## config.mk

```make
export PLATFORM = sky130hd
export DESIGN_NAME = actel_s2_bank
export DESIGN_NICKNAME = d
export VERILOG_FILES = /design/src/rtl/actel_s2_bank.sv
export SDC_FILE = /design/constraint.sdc
export NUM_CORES = 1
export LEC_CHECK = 0
export CELL_PAD_IN_SITES_DETAIL_PLACEMENT = 2
export CELL_PAD_IN_SITES_GLOBAL_PLACEMENT = 2
export CORE_MARGIN = 1.5
export CORE_UTILIZATION = 24
export DETAILED_ROUTE_END_ITERATION = 16
export PLACE_DENSITY_LB_ADDON = 0.2
export SETUP_SLACK_MARGIN = 0.05
export SYNTH_ARGS = -nofsm -noshare
export SYNTH_HDL_FRONTEND = slang
export SYNTH_SLANG_ARGS = --single-unit
```

## constraint.sdc

```tcl
create_clock -name clk -period 7.1 [get_ports clk]
set_input_delay 2.13 -clock clk [delete_from_list [all_inputs] [get_ports clk]]
set_output_delay 2.13 -clock clk [all_outputs]
set_load 0.05 [all_outputs]
```

## src/rtl/actel_s2_bank.sv

```systemverilog
// actel_s2_bank: WIDTH independent Actel C2 logic lanes, each with an output
// flip-flop (S-module). A per-lane mode bit picks the registered or the
// combinational value. Mode bits arrive through a serial config port and
// are committed to all lanes at once.
module actel_s2_bank #(
   parameter int WIDTH = 8
) (
   input  logic             clk,
   input  logic             rst,
   input  logic [WIDTH-1:0] d00,
   input  logic [WIDTH-1:0] d01,
   input  logic [WIDTH-1:0] d10,
   input  logic [WIDTH-1:0] d11,
   input  logic [WIDTH-1:0] a1,
   input  logic [WIDTH-1:0] b1,
   input  logic [WIDTH-1:0] a0,
   input  logic [WIDTH-1:0] b0,
   input  logic             en,
   input  logic             cfg_start,
   input  logic             cfg_bit,
   input  logic             cfg_abort,
   output logic             cfg_busy,
   output logic             cfg_done,
   output logic [WIDTH-1:0] mode,
   output logic [WIDTH-1:0] q,
   output logic [WIDTH-1:0] out
);

   localparam int CNT_W = (WIDTH > 1) ? $clog2(WIDTH) : 1;

   typedef enum logic [1:0] {IDLE, SHIFT, COMMIT} state_t;

   state_t           state;
   state_t           state_nxt;
   logic [CNT_W-1:0] cnt;
   logic [WIDTH-1:0] shadow;
   logic [WIDTH-1:0] sel1;
   logic [WIDTH-1:0] sel0;
   logic [WIDTH-1:0] comb;
   logic             last_bit;

   assign sel1     = a1 | b1;
   assign sel0     = a0 & b0;
   assign last_bit = (cnt == CNT_W'(WIDTH - 1));

   // C2 four-way mux, evaluated bitwise so every lane is independent
   always_comb begin
      comb = (~sel1 & ~sel0 & d00) |
             (~sel1 &  sel0 & d01) |
             ( sel1 & ~sel0 & d10) |
             ( sel1 &  sel0 & d11);
   end

   // Lane flip-flops capture the C2 value on enabled edges, whatever the mode
   always_ff @(posedge clk or posedge rst) begin
      if (rst) begin
         q <= '0;
      end else if (en) begin
         q <= comb;
      end
   end

   // Registered lanes present q; q already holds the last capture when mode sets
   always_comb begin
      out = (mode & q) | (~mode & comb);
   end

   // Config FSM state register
   always_ff @(posedge clk or posedge rst) begin
      if (rst) begin
         state <= IDLE;
      end else begin
         state <= state_nxt;
      end
   end

   // Config FSM next state: abort beats the final bit, start beats abort in IDLE
   always_comb begin
      state_nxt = state;
      case (state)
         IDLE:    if (cfg_start) state_nxt = SHIFT;
         SHIFT:   if (cfg_abort) state_nxt = IDLE;
                  else if (last_bit) state_nxt = COMMIT;
         COMMIT:  state_nxt = IDLE;
         default: state_nxt = IDLE;
      endcase
   end

   // Config FSM outputs, decoded from the state alone
   always_comb begin
      cfg_busy = (state != IDLE);
      cfg_done = (state == COMMIT);
   end

   // Bit counter, shadow shift-in and atomic mode commit
   always_ff @(posedge clk or posedge rst) begin
      if (rst) begin
         cnt    <= '0;
         shadow <= '0;
         mode   <= '0;
      end else begin
         case (state)
            IDLE: begin
               if (cfg_start) cnt <= '0;
            end
            SHIFT: begin
               if (cfg_abort) begin
                  shadow <= '0;
               end else begin
                  shadow[cnt] <= cfg_bit;
                  cnt         <= cnt + CNT_W'(1);
               end
            end
            COMMIT: begin
               mode <= shadow;
            end
            default: begin
               cnt <= '0;
            end
         endcase
      end
   end

endmodule

```

**Yosys cells after proc, flatten, opt, wreduce, memory -nomap -nowiden**

Index checks and enable logic that the tools add are counted.

- Bits of input ports: 70
- Flip-flop bits (word level): 29
- Word-level logic and storage cells: 50

- Reductions and logical operators: 5
- Bitwise gates (word level): 20
- Add/sub/neg operators: 1
- Multiplexer cells: 11
- Eq/ne operators: 6
- Order comparisons: 2

Operator list:

| kind | number |
|---|---|
| $and A8 B8 Y8 | 11 |
| $or A8 B8 Y8 | 5 |
| $not A8 Y8 | 3 |
| $pmux W3 S3 | 1 |
| $bwmux W8 | 1 |
| $mux W8 | 1 |
| $mux W2 | 3 |
| $mux W3 | 2 |
| $lt A3 B4 Y1 const B | 1 |
| $ne A2 B2 Y1 const B | 2 |
| $pmux W2 S2 | 1 |
| $add A3 B1 Y3 const B | 1 |
| $demux W1 S3 | 1 |
| $eq A3 B3 Y1 const B | 1 |
| $ge A3 B1 Y1 const B | 1 |
| $ne A3 B3 Y1 const B | 1 |
| $reduce_and A3 Y1 | 1 |
| $eq A2 B1 Y1 const B | 1 |
| $eq A2 B2 Y1 const B | 1 |
| $logic_not A2 Y1 | 1 |
| $reduce_and A2 Y1 | 1 |
| $reduce_bool A2 Y1 | 1 |
| $logic_and A1 B1 Y1 | 1 |
| $mux W1 | 1 |
| $not A1 Y1 | 1 |

**Depth between registers and ports, before layout**

Gate-level depths: netlist (run 1).

- Depth after elaboration: 9
- Depth in mapped cells: 5

**Worst setup path after synthesis (run 1)**

OpenSTA, ideal clock, no wires.

- Kind: in2out
- Start point: in b1[0]
- End point: out out[0]
- Arrival: 3,169 ps
- Cell stages on the path: 3
- Path slack: 1,801 ps
- Path through: or2_1 -> mux4_2 -> mux2_2

- Word-level cells in the longest chain between the ends: 9
- Elaborated cells on any way between the ends: 15
- Those cells by class: 15 x bitwise

Ends and longest elaborated chain:

| what | line | text |
|---|---|---|
| start, declared | 15 | `input logic [WIDTH-1:0] b1,` |
| $or A8 B8 Y8 * | 42 | `assign sel1 = a1 \| b1;` |
| $not A8 Y8 | 48, 49 |  |
| $and A8 B8 Y8 (on tied branches) (2 in a row) | 48, 49 |  |
| $or A8 B8 Y8 | 48 | `comb = (~sel1 & ~sel0 & d00) \|` |
| $or A8 B8 Y8 | 49 | `(~sel1 & sel0 & d01) \|` |
| $or A8 B8 Y8 * | 50 | `( sel1 & ~sel0 & d10) \|` |
| $and A8 B8 Y8 * | 65 | `out = (mode & q) \| (~mode & comb);` |
| $or A8 B8 Y8 * | 65 |  |
| end, declared | 26 | `output logic [WIDTH-1:0] out` |

Mark *: on every way between the ends. The rest lies on a longest branch, timed or not.

**Worst setup path after layout (run 1)**

- Start point: in a1[1]
- End point: out out[1]

- Word-level cells in the longest chain between the ends: 9
- Elaborated cells on any way between the ends: 15
- Those cells by class: 15 x bitwise

Ends and longest elaborated chain:

| what | line | text |
|---|---|---|
| start, declared | 14 | `input logic [WIDTH-1:0] a1,` |
| $or A8 B8 Y8 * | 42 |  |
| $not A8 Y8 | 48, 49 |  |
| $and A8 B8 Y8 (on tied branches) (2 in a row) | 48, 49 |  |
| $or A8 B8 Y8 | 48 |  |
| $or A8 B8 Y8 | 49 |  |
| $or A8 B8 Y8 * | 50 |  |
| $and A8 B8 Y8 * | 65 |  |
| $or A8 B8 Y8 * | 65 |  |

Marks and branches as above.

==> reports/metrics.cfg, run 1 <==
[global_routing]
antenna_found_initial=0
use_met2=0.2527
grt.busiest_layer=met2
use_met3=0.04864
grt_use_total=0.1480
grt_pass1_wl_um=8273
grt_max_degree=30
grt-ovfl-total=0
grt_pass1_vias=1679
use_met1=0.1736

[cts]
cts_setup_buffers=0
cts_buffer_depth=2
cts.sinks=29
cts_resized=0
clock_latency_ns=0.28
cts_tree=yes
cts-root-buf=clkbuf_8
cts_hold_buffers=0
cts_made_buffers=5
clk_pin_slew_ns=0.06
cts_htree_levels=2

[min_path]
worstHoldEndpoint=shadow[2]
hold_class=reg -> reg
whs_path_depth=1
hp-start=shadow[2]

[timing]
fin_crit_sh=0.8913
setup_viol=0
clock.fmax_ghz=0.1580
fin_skew_ns=0.004711
slew_violations=0
holdWs_ns=0.4922
rsz0062_at_grt=false
setup_tns_ns=0
worst_pin_slew_ns=0.5826
slew_headroom=0.6112
hold_viol_final=0
period_minus_slack_ns=6.328

[critical_path]
worstSetupPathType=in -> out
crit_fanout=2
arrival_ns=4.20
r2r_cells=3
r2r_slack_ns=5.59
crit_path_start_kind=input pin
r2r-end=mode[5]
worst_ep_required_time_ns=4.97
cp_slowest_cell=clkdlybuf4s50_1
path_common_cell=clkdlybuf4s50_1
critical_path.max_stage_delay_ns=0.70
r2r-start=state[1]
critical_path.cell_chain=clkdlybuf4s50_1 > or2_1 > mux4_2 > mux2_2 > clkdlybuf4s50_1
cp-end-kind=output pin

[layout]
diodes=0
mostFrequentLayoutCells=clkdlybuf4s50_1 (95), dfrtp_1 (29), mux2_2 (24)
nets=303
layout-drive-gt1-share=0.1818
syn2layout_area_growth_pct=68.76
n_fill_cell=691
fin_area_um2=2751
layout_commonest_cell=clkdlybuf4s50_1

[yosys]
async_flop_share=1.000
netlist.area_leader.share=0.4451
synth.distinct_cells=28
syn-num-nets=205
synth_edf_count=0
ys_seq_area_frac=0.4451
synthesis.area_um2=1630
muxShareOfSynthArea=0.2947
yosysWarnings=0
synth-xor-area-share=0.005372
ys_seq_elements=29
synth_compound_area_frac=0.08826
synth_largest_area_cell=dfrtp_1
netlist_top_cells_area=dfrtp_1 (45%), mux2_2 (17%), mux4_2 (11%), o2bb2ai_1 (4.8%), or2_1 (3.1%)
synth-main-ff-cell=dfrtp_1
synth.avg_cell_area_um2=12.26
synthAdderAreaFrac=0.01535
postSynthCellCount=133
synth_top_family_by_area=multiplexers
synthSimpleGateAreaFrac=0.1297

[floorplan]
rows=29
die_x_um=85.42
fp.dieArea_um2=7297
io_pins=96
die_h_um=85.42
core_area_um2=6459
initial_utilization=0.2524

[routing]
drtIter0Drc=46
drt_first_pass_iters=10
wirelength_um=4903
dr_total_vias=1464
wl_per_cell_um=15.92
drt-vias-per-instance=4.753
drtAntennaViolNets=0
drc=1

[status]
violations=design-rule violations
status=finished with violations

[flow_run]
max_cap_violations=0

[placed_design]
port_buffers=95
dpl.hpwl_um=3852
gp_congestion=0.7068
placed_area_um2=2665

[power_and_ir_drop]
vdd_ir_drop_max_uv=58.24
p_leak_nw=1.116
p_per_area_nw_per_um2=191.3

Yosys cell counts (all sizes together) (2+ instances only):
cell type and instances:
and3b 3, buf 2, clkbuf 3, dfrtp 29, ha 2, inv 4, mux2 24, mux2i 3
mux4 8, nand2 9, nand3 2, nor2 4, nor3b 4, o21ai 9, o2bb2ai 9, or2 9
cells by family (layout without fill, tap and decap cells):
kind of cell             count (synthesis)  in the layout
AND/OR/NAND/NOR                         36             36
multiplexers                            35             35
flip-flops                              29             29
AO/OA/AOI/OAI                           21             21
buffers and inverters                    9            107
adder cells (fa/ha/maj)                  2              2
XOR/XNOR                                 1              1
metal layers:
layer,vias up,wire length [um]
met5,-,0
met4,0,53
met3,4,238
met2,45,2611
met1,729,1999
li1,686,-
registers in the layout (all words and copies together), names as in the netlist:
register	flops
state	2
q	8
mode	8
cnt	3
shadow	8
worst max-delay path by stage:
stage / end / depth (start not counted) / start
4_1_cts: out[1] / 5 / a1[1]
3_5_place_dp: out[1] / 5 / a1[1]
3_3_place_gp: out[2] / 5 / b1[2]
5_1_grt: out[4] / 5 / a1[4]
2_1_floorplan: out[0] / 3 / b1[0]
6_report: out[1] / 5 / a1[1]
power breakdown:
group / switching, mW / internal, mW / leakage, nW
clock network: 0.0614 / 0.0767 / 0.0443
registers: 0.0285 / 0.182 / 0.381
logic: 0.0853 / 0.0919 / 0.691
per-stage QoR:
step	setup WS (ns)	total power [mW]	instances	util
floorplan	1.801	0.3126	133	-
global placement	0.7862	0.3887	301	0.4126
detailed placement	0.7628	0.3932	301	0.4126
CTS	0.7539	0.5346	308	0.4260
global route	0.6948	0.5581	308	0.4260
finish	0.7717	0.5263	308	0.4260
area by class of cell:
| cell class | instances | area, um^2 | share of cell area |
|---|---|---|---|
| clock buffer | 7 | 86.33 | 0.03138 |
| inverter | 4 | 15.01 | 0.005457 |
| multi-input combinational | 95 | 869.6 | 0.3161 |
| sequential | 29 | 725.7 | 0.2638 |
| tap | 77 | 96.34 | 0.03502 |
| timing repair buffer | 96 | 958.4 | 0.3483 |
critical path: cells and delay by family:
kind / cells / cell delay, ns
muxes: 2 / 0.80
buffers and inverters: 2 / 1.15
and+or+nand+nor: 1 / 0.12
(Power assumes the default switching activity.)
==> run 2, diff against run 1 <==
CORE_UTILIZATION = 22   (was 24)
GPL_TIMING_DRIVEN = 0   (was not set)
SETUP_SLACK_MARGIN = not set   (was 0.05)
clock period = 6.8 ns   (was 7.1 ns; I/O delays follow)
==> reports/metrics.cfg, run 2 (synthesized netlist as in run 1, its figures left out) <==
[cts]
cts_setup_buffers=0
cts_resized=0
cts_buffer_depth=2
cts.sinks=29
clk_pin_slew_ns=0.06
cts_tree=yes
clock_latency_ns=0.27
cts_htree_levels=2
cts-root-buf=clkbuf_8
cts_hold_buffers=0
cts_made_buffers=5

[global_routing]
grt_pass1_wl_um=8142
grt_pass1_vias=1618
grt-ovfl-total=0
antenna_found_initial=0
grt_max_degree=30
grt_use_total=0.1377

[timing]
worst_pin_slew_ns=1.108
slew_violations=0
clock.fmax_ghz=0.1617
fin_skew_ns=0.002141
setup_tns_ns=0
fin_crit_sh=0.9097
setup_viol=0
hold_viol_final=0
rsz0062_at_grt=false
period_minus_slack_ns=6.186
slew_headroom=0.2603
holdWs_ns=0.4837

[critical_path]
critical_path.max_stage_delay_ns=0.71
worst_ep_required_time_ns=4.76
critical_path.cell_chain=clkdlybuf4s50_1 > or2_1 > mux4_2 > mux2_2 > clkdlybuf4s50_1
r2r_cells=3
r2r_slack_ns=5.30
crit_start=b1[7]
worstSetupPathType=in -> out
crit_fanout=2
path_buf_inv=2
crit_cells=5
arrival_ns=4.15
r2r-end=shadow[2]
cp-endpoint=out[7]
cp-end-kind=output pin
crit_path_start_kind=input pin
critical_path.top_delay_family=buffers and inverters
cp_slowest_cell=clkdlybuf4s50_1
r2r-start=state[0]
path_common_cell=clkdlybuf4s50_1

[power_and_ir_drop]
p_leak_nw=1.117
p_per_area_nw_per_um2=198.9
vdd_ir_drop_max_uv=84.90

[routing]
wl_per_cell_um=14.98
drc=0
drt_first_pass_iters=2
wirelength_um=4990
drtIter0Drc=31
drtAntennaViolNets=0
drt-vias-per-instance=4.426
dr_total_vias=1474

[floorplan]
io_pins=96
rows=31
fp.dieArea_um2=7936
die_h_um=89.09
core_area_um2=7214
die_x_um=89.09
initial_utilization=0.2260

[layout]
nets=306
layout_commonest_cell=clkdlybuf4s50_1
mostFrequentLayoutCells=clkdlybuf4s50_1 (94), dfrtp_1 (29), mux2_2 (24)
reg_top3=mode (8), q (8), shadow (8)
layout-drive-gt1-share=0.1795
syn2layout_area_growth_pct=70.61
diodes=0
fin_area_um2=2781
n_fill_cell=790

[placed_design]
placed_area_um2=2695
gp_congestion=0.6985
port_buffers=94
dpl.hpwl_um=3945

[min_path]
whs_path_depth=1
hold_class=reg -> reg

[status]
status=finished clean

[flow_run]
max_cap_violations=0

-- run 2: cell count changes in the layout (fill, tap and decap cells not counted), sizes merged --
cell,previous run,this run
clkbuf,7,10
buf,1,2
clkdlybuf4s50,95,94
-- run 2: layout make-up --
| type | count | area, um^2 | area share |
|---|---|---|---|
| multi-input combinational | 95 | 869.6 | 0.3126 |
| clock buffer | 7 | 86.33 | 0.03104 |
| buffer | 5 | 20.02 | 0.007197 |
| sequential | 29 | 725.7 | 0.2609 |
| inverter | 4 | 15.01 | 0.005398 |
| timing repair buffer | 94 | 940.9 | 0.3383 |
| tap | 99 | 123.9 | 0.04453 |
-- run 2: report_power, final --
group	leakage, nW	internal [mW]	switching, mW
Combinational	0.692	0.0975	0.105
Sequential	0.381	0.191	0.0174
Clock	0.0443	0.0801	0.0625
Total	1.12	0.368	0.185
-- run 2: worst min-delay path by stage --
stage | from | end | slack [ns]
2_1_floorplan | shadow[0] | shadow[0] | 0.45
3_3_place_gp | shadow[1] | shadow[1] | 0.48
3_5_place_dp | shadow[3] | shadow[3] | 0.47
4_1_cts | shadow[4] | shadow[4] | 0.49
5_1_grt | shadow[5] | shadow[5] | 0.51
6_report | shadow[4] | shadow[4] | 0.48
-- run 2: metal layers --
layer / routed length (um) / vias to the layer above / global-route usage
li1: - / 694 / -
met1: 2093 / 730 / 0.1682
met2: 2544 / 43 / 0.2310
met3: 281 / 7 / 0.03970
met4: 71 / 0 / 0.05035
met5: 0 / - / 0
-- run 2: metrics by stage --
stage	total power [mW]	cells	setup slack [ns]	util
global placement	0.4108	326	0.6615	0.3736
finish	0.5533	333	0.6142	0.3855
CTS	0.5626	333	0.6004	0.3855
floorplan	0.3263	133	1.681	-
global route	0.5894	333	0.5537	0.3855
detailed placement	0.4162	326	0.6120	0.3736
==> run 3, diff against run 2 <==
ABC_AREA = 1   (was not set)
CORE_MARGIN = 2   (was 1.5)
CORE_UTILIZATION = 31   (was 22)
DONT_BUFFER_PORTS = 1   (was not set)
==> reports/metrics.cfg, run 3 <==
[layout]
reg_top3=mode (8), q (8), shadow (8)
layout-drive-gt1-share=0.05735
diodes=0
syn2layout_area_growth_pct=9.745
mostFrequentLayoutCells=nand2_1 (99), nand3_1 (57), inv_1 (39)
fin_cells=351
nets=351
layout_commonest_cell=nand2_1

[floorplan]
die_x_um=80.42
io_pins=96
initial_utilization=0.3248
fp.dieArea_um2=6467
rows=27
die_h_um=80.42
core_area_um2=5574

[yosys]
synth_most_common_cell=nand2_1
synth.avg_cell_area_um2=6.656
synth.distinct_cells=19
ys_seq_elements=29
synth-main-ff-cell=dfrtp_1
syn-num-nets=344
yosysWarnings=0
synth_largest_area_cell=dfrtp_1
netlist_top_cells_area=dfrtp_1 (40%), nand2_1 (21%), nand3_1 (16%), inv_1 (8.1%), nor2_1 (2.9%)
postSynthCellCount=272
synthesis.area_um2=1810
synth_edf_count=0
ys_seq_area_frac=0.4008
async_flop_share=1.000
yosys-top-cells-count=nand2_1 (99), nand3_1 (57), inv_1 (39)
netlist.area_leader.share=0.4008

[cts]
cts_htree_levels=2
cts_made_buffers=5
cts_resized=0
cts.sinks=29
clk_pin_slew_ns=0.06
cts_hold_buffers=0
clock_latency_ns=0.28
cts_setup_buffers=0
cts-root-buf=clkbuf_8
cts_buffer_depth=2
cts_tree=yes

[routing]
drc=0
drt_first_pass_iters=4
drtIter0Drc=55
drt-vias-per-instance=4.986
wirelength_um=4881
drtAntennaViolNets=0
wl_per_cell_um=13.91
dr_total_vias=1750

[critical_path]
r2r_cells=6
crit_path_start_kind=input pin
crit_fanout=3
r2r-start=state[0]
cp-end-kind=output pin
worst_ep_required_time_ns=4.76
worstSetupPathType=in -> out
arrival_ns=2.69
r2r-end=mode[0]
r2r_slack_ns=5.53

[placed_design]
port_buffers=0
dp_cells=344
dpl.hpwl_um=3917
gp_congestion=0.7481

[flow_run]
max_cap_violations=0

[min_path]
whs_path_depth=2
hp-start=shadow[3]
worstHoldEndpoint=mode[3]
hold_class=reg -> reg

[timing]
rsz0062_at_grt=false
slew_violations=0
slew_headroom=0.2247
fin_crit_sh=0.6959
worst_pin_slew_ns=1.162
setup_tns_ns=0
hold_viol_final=0
period_minus_slack_ns=4.732
setup_viol=0
fin_skew_ns=0.003972
clock.fmax_ghz=0.2113

[power_and_ir_drop]
p_per_area_nw_per_um2=236.0
vdd_ir_drop_max_uv=87.67
p_leak_nw=1.074

[global_routing]
grt_max_degree=30
grt_pass1_vias=1828
antenna_found_initial=0
grt_use_total=0.1618
grt_pass1_wl_um=8162
grt-ovfl-total=0

[status]
status=finished clean

## run 3: cell types whose count changed after synthesis, moves of 3 or more
cell       previous run  this run
mux4_2                8         0
o2bb2ai_1             9         0
mux2i_1               3         0
nor3b_1               4         0
inv_1                 4        39
mux2_2               24         0
nand3_1               2        57
nand2_1               9        99
nor3_1                1         4
o21ai_1               0         7
or2_1                 8         0
and3b_1               3         0
nor2_1                3        14
## run 3: through the flow
stage	utilization	power (mW)	worst slack (ns)	cell area [um^2]	hold WS, ns
after floorplan	-	0.3094	2.130	1810	0.4591
after detailed placement	0.3410	0.3318	2.059	1901	0.4808
after global placement	0.3410	0.3281	2.070	1901	0.4755
final	0.3565	0.4689	2.068	1987	0.4915
after CTS	0.3565	0.4790	2.058	1987	0.4970
after global routing	0.3565	0.5000	1.951	1987	0.5408
## run 3: layer usage
metal | vias to the layer above | part of all wire | GRT usage
met5 | - | 0 | 0
met4 | 0 | 0.014 | 0.05254
met3 | 7 | 0.078 | 0.04719
met2 | 52 | 0.50 | 0.2892
met1 | 823 | 0.41 | 0.1838
li1 | 868 | - | -
## run 3: cell families after synthesis
| kind of cell | Yosys count | synth area share |
|---|---|---|
| buffers and inverters | 46 | 0.1016 |
| AND/OR/NAND/NOR | 178 | 0.4361 |
| adder cells (fa/ha/maj) | 2 | 0.01382 |
| AO/OA/AOI/OAI | 17 | 0.04768 |
| flip-flops | 29 | 0.4008 |
## run 3: worst max path at each step
stage               start      to  slack [ns]  cells after the start
CTS                 a0[6]  out[6]        2.06                      5
global placement    a0[1]  out[1]        2.07                      5
floorplan           a0[0]  out[0]        2.13                      5
detailed placement  a0[6]  out[6]        2.06                      5
global route        a0[5]  out[5]        1.95                      5
finish              a0[4]  out[4]        2.07                      5
## run 3: critical path, stage by stage
cell	delay, ns
nand2_1	0.06
nand2_1	0.05
nand3_1	0.09
nand3_1	0.08
nand2_1	0.36
## run 3: final cells by class
cell class                      count  area, um^2
Fill cell                         711        3587
Multi-Input combinational cell    197       900.9
Sequential cell                    29       725.7
Inverter                           41       153.9
Tap cell                           72       90.09
Clock buffer                        7       86.33
Buffer                              5       30.03
## run 3: where the power goes
part	total [mW]	leakage [nW]	switching, mW	internal [mW]
Combinational	0.105	0.644	0.0771	0.0284
Clock	0.142	0.0443	0.0623	0.0801
Sequential	0.221	0.386	0.0337	0.187
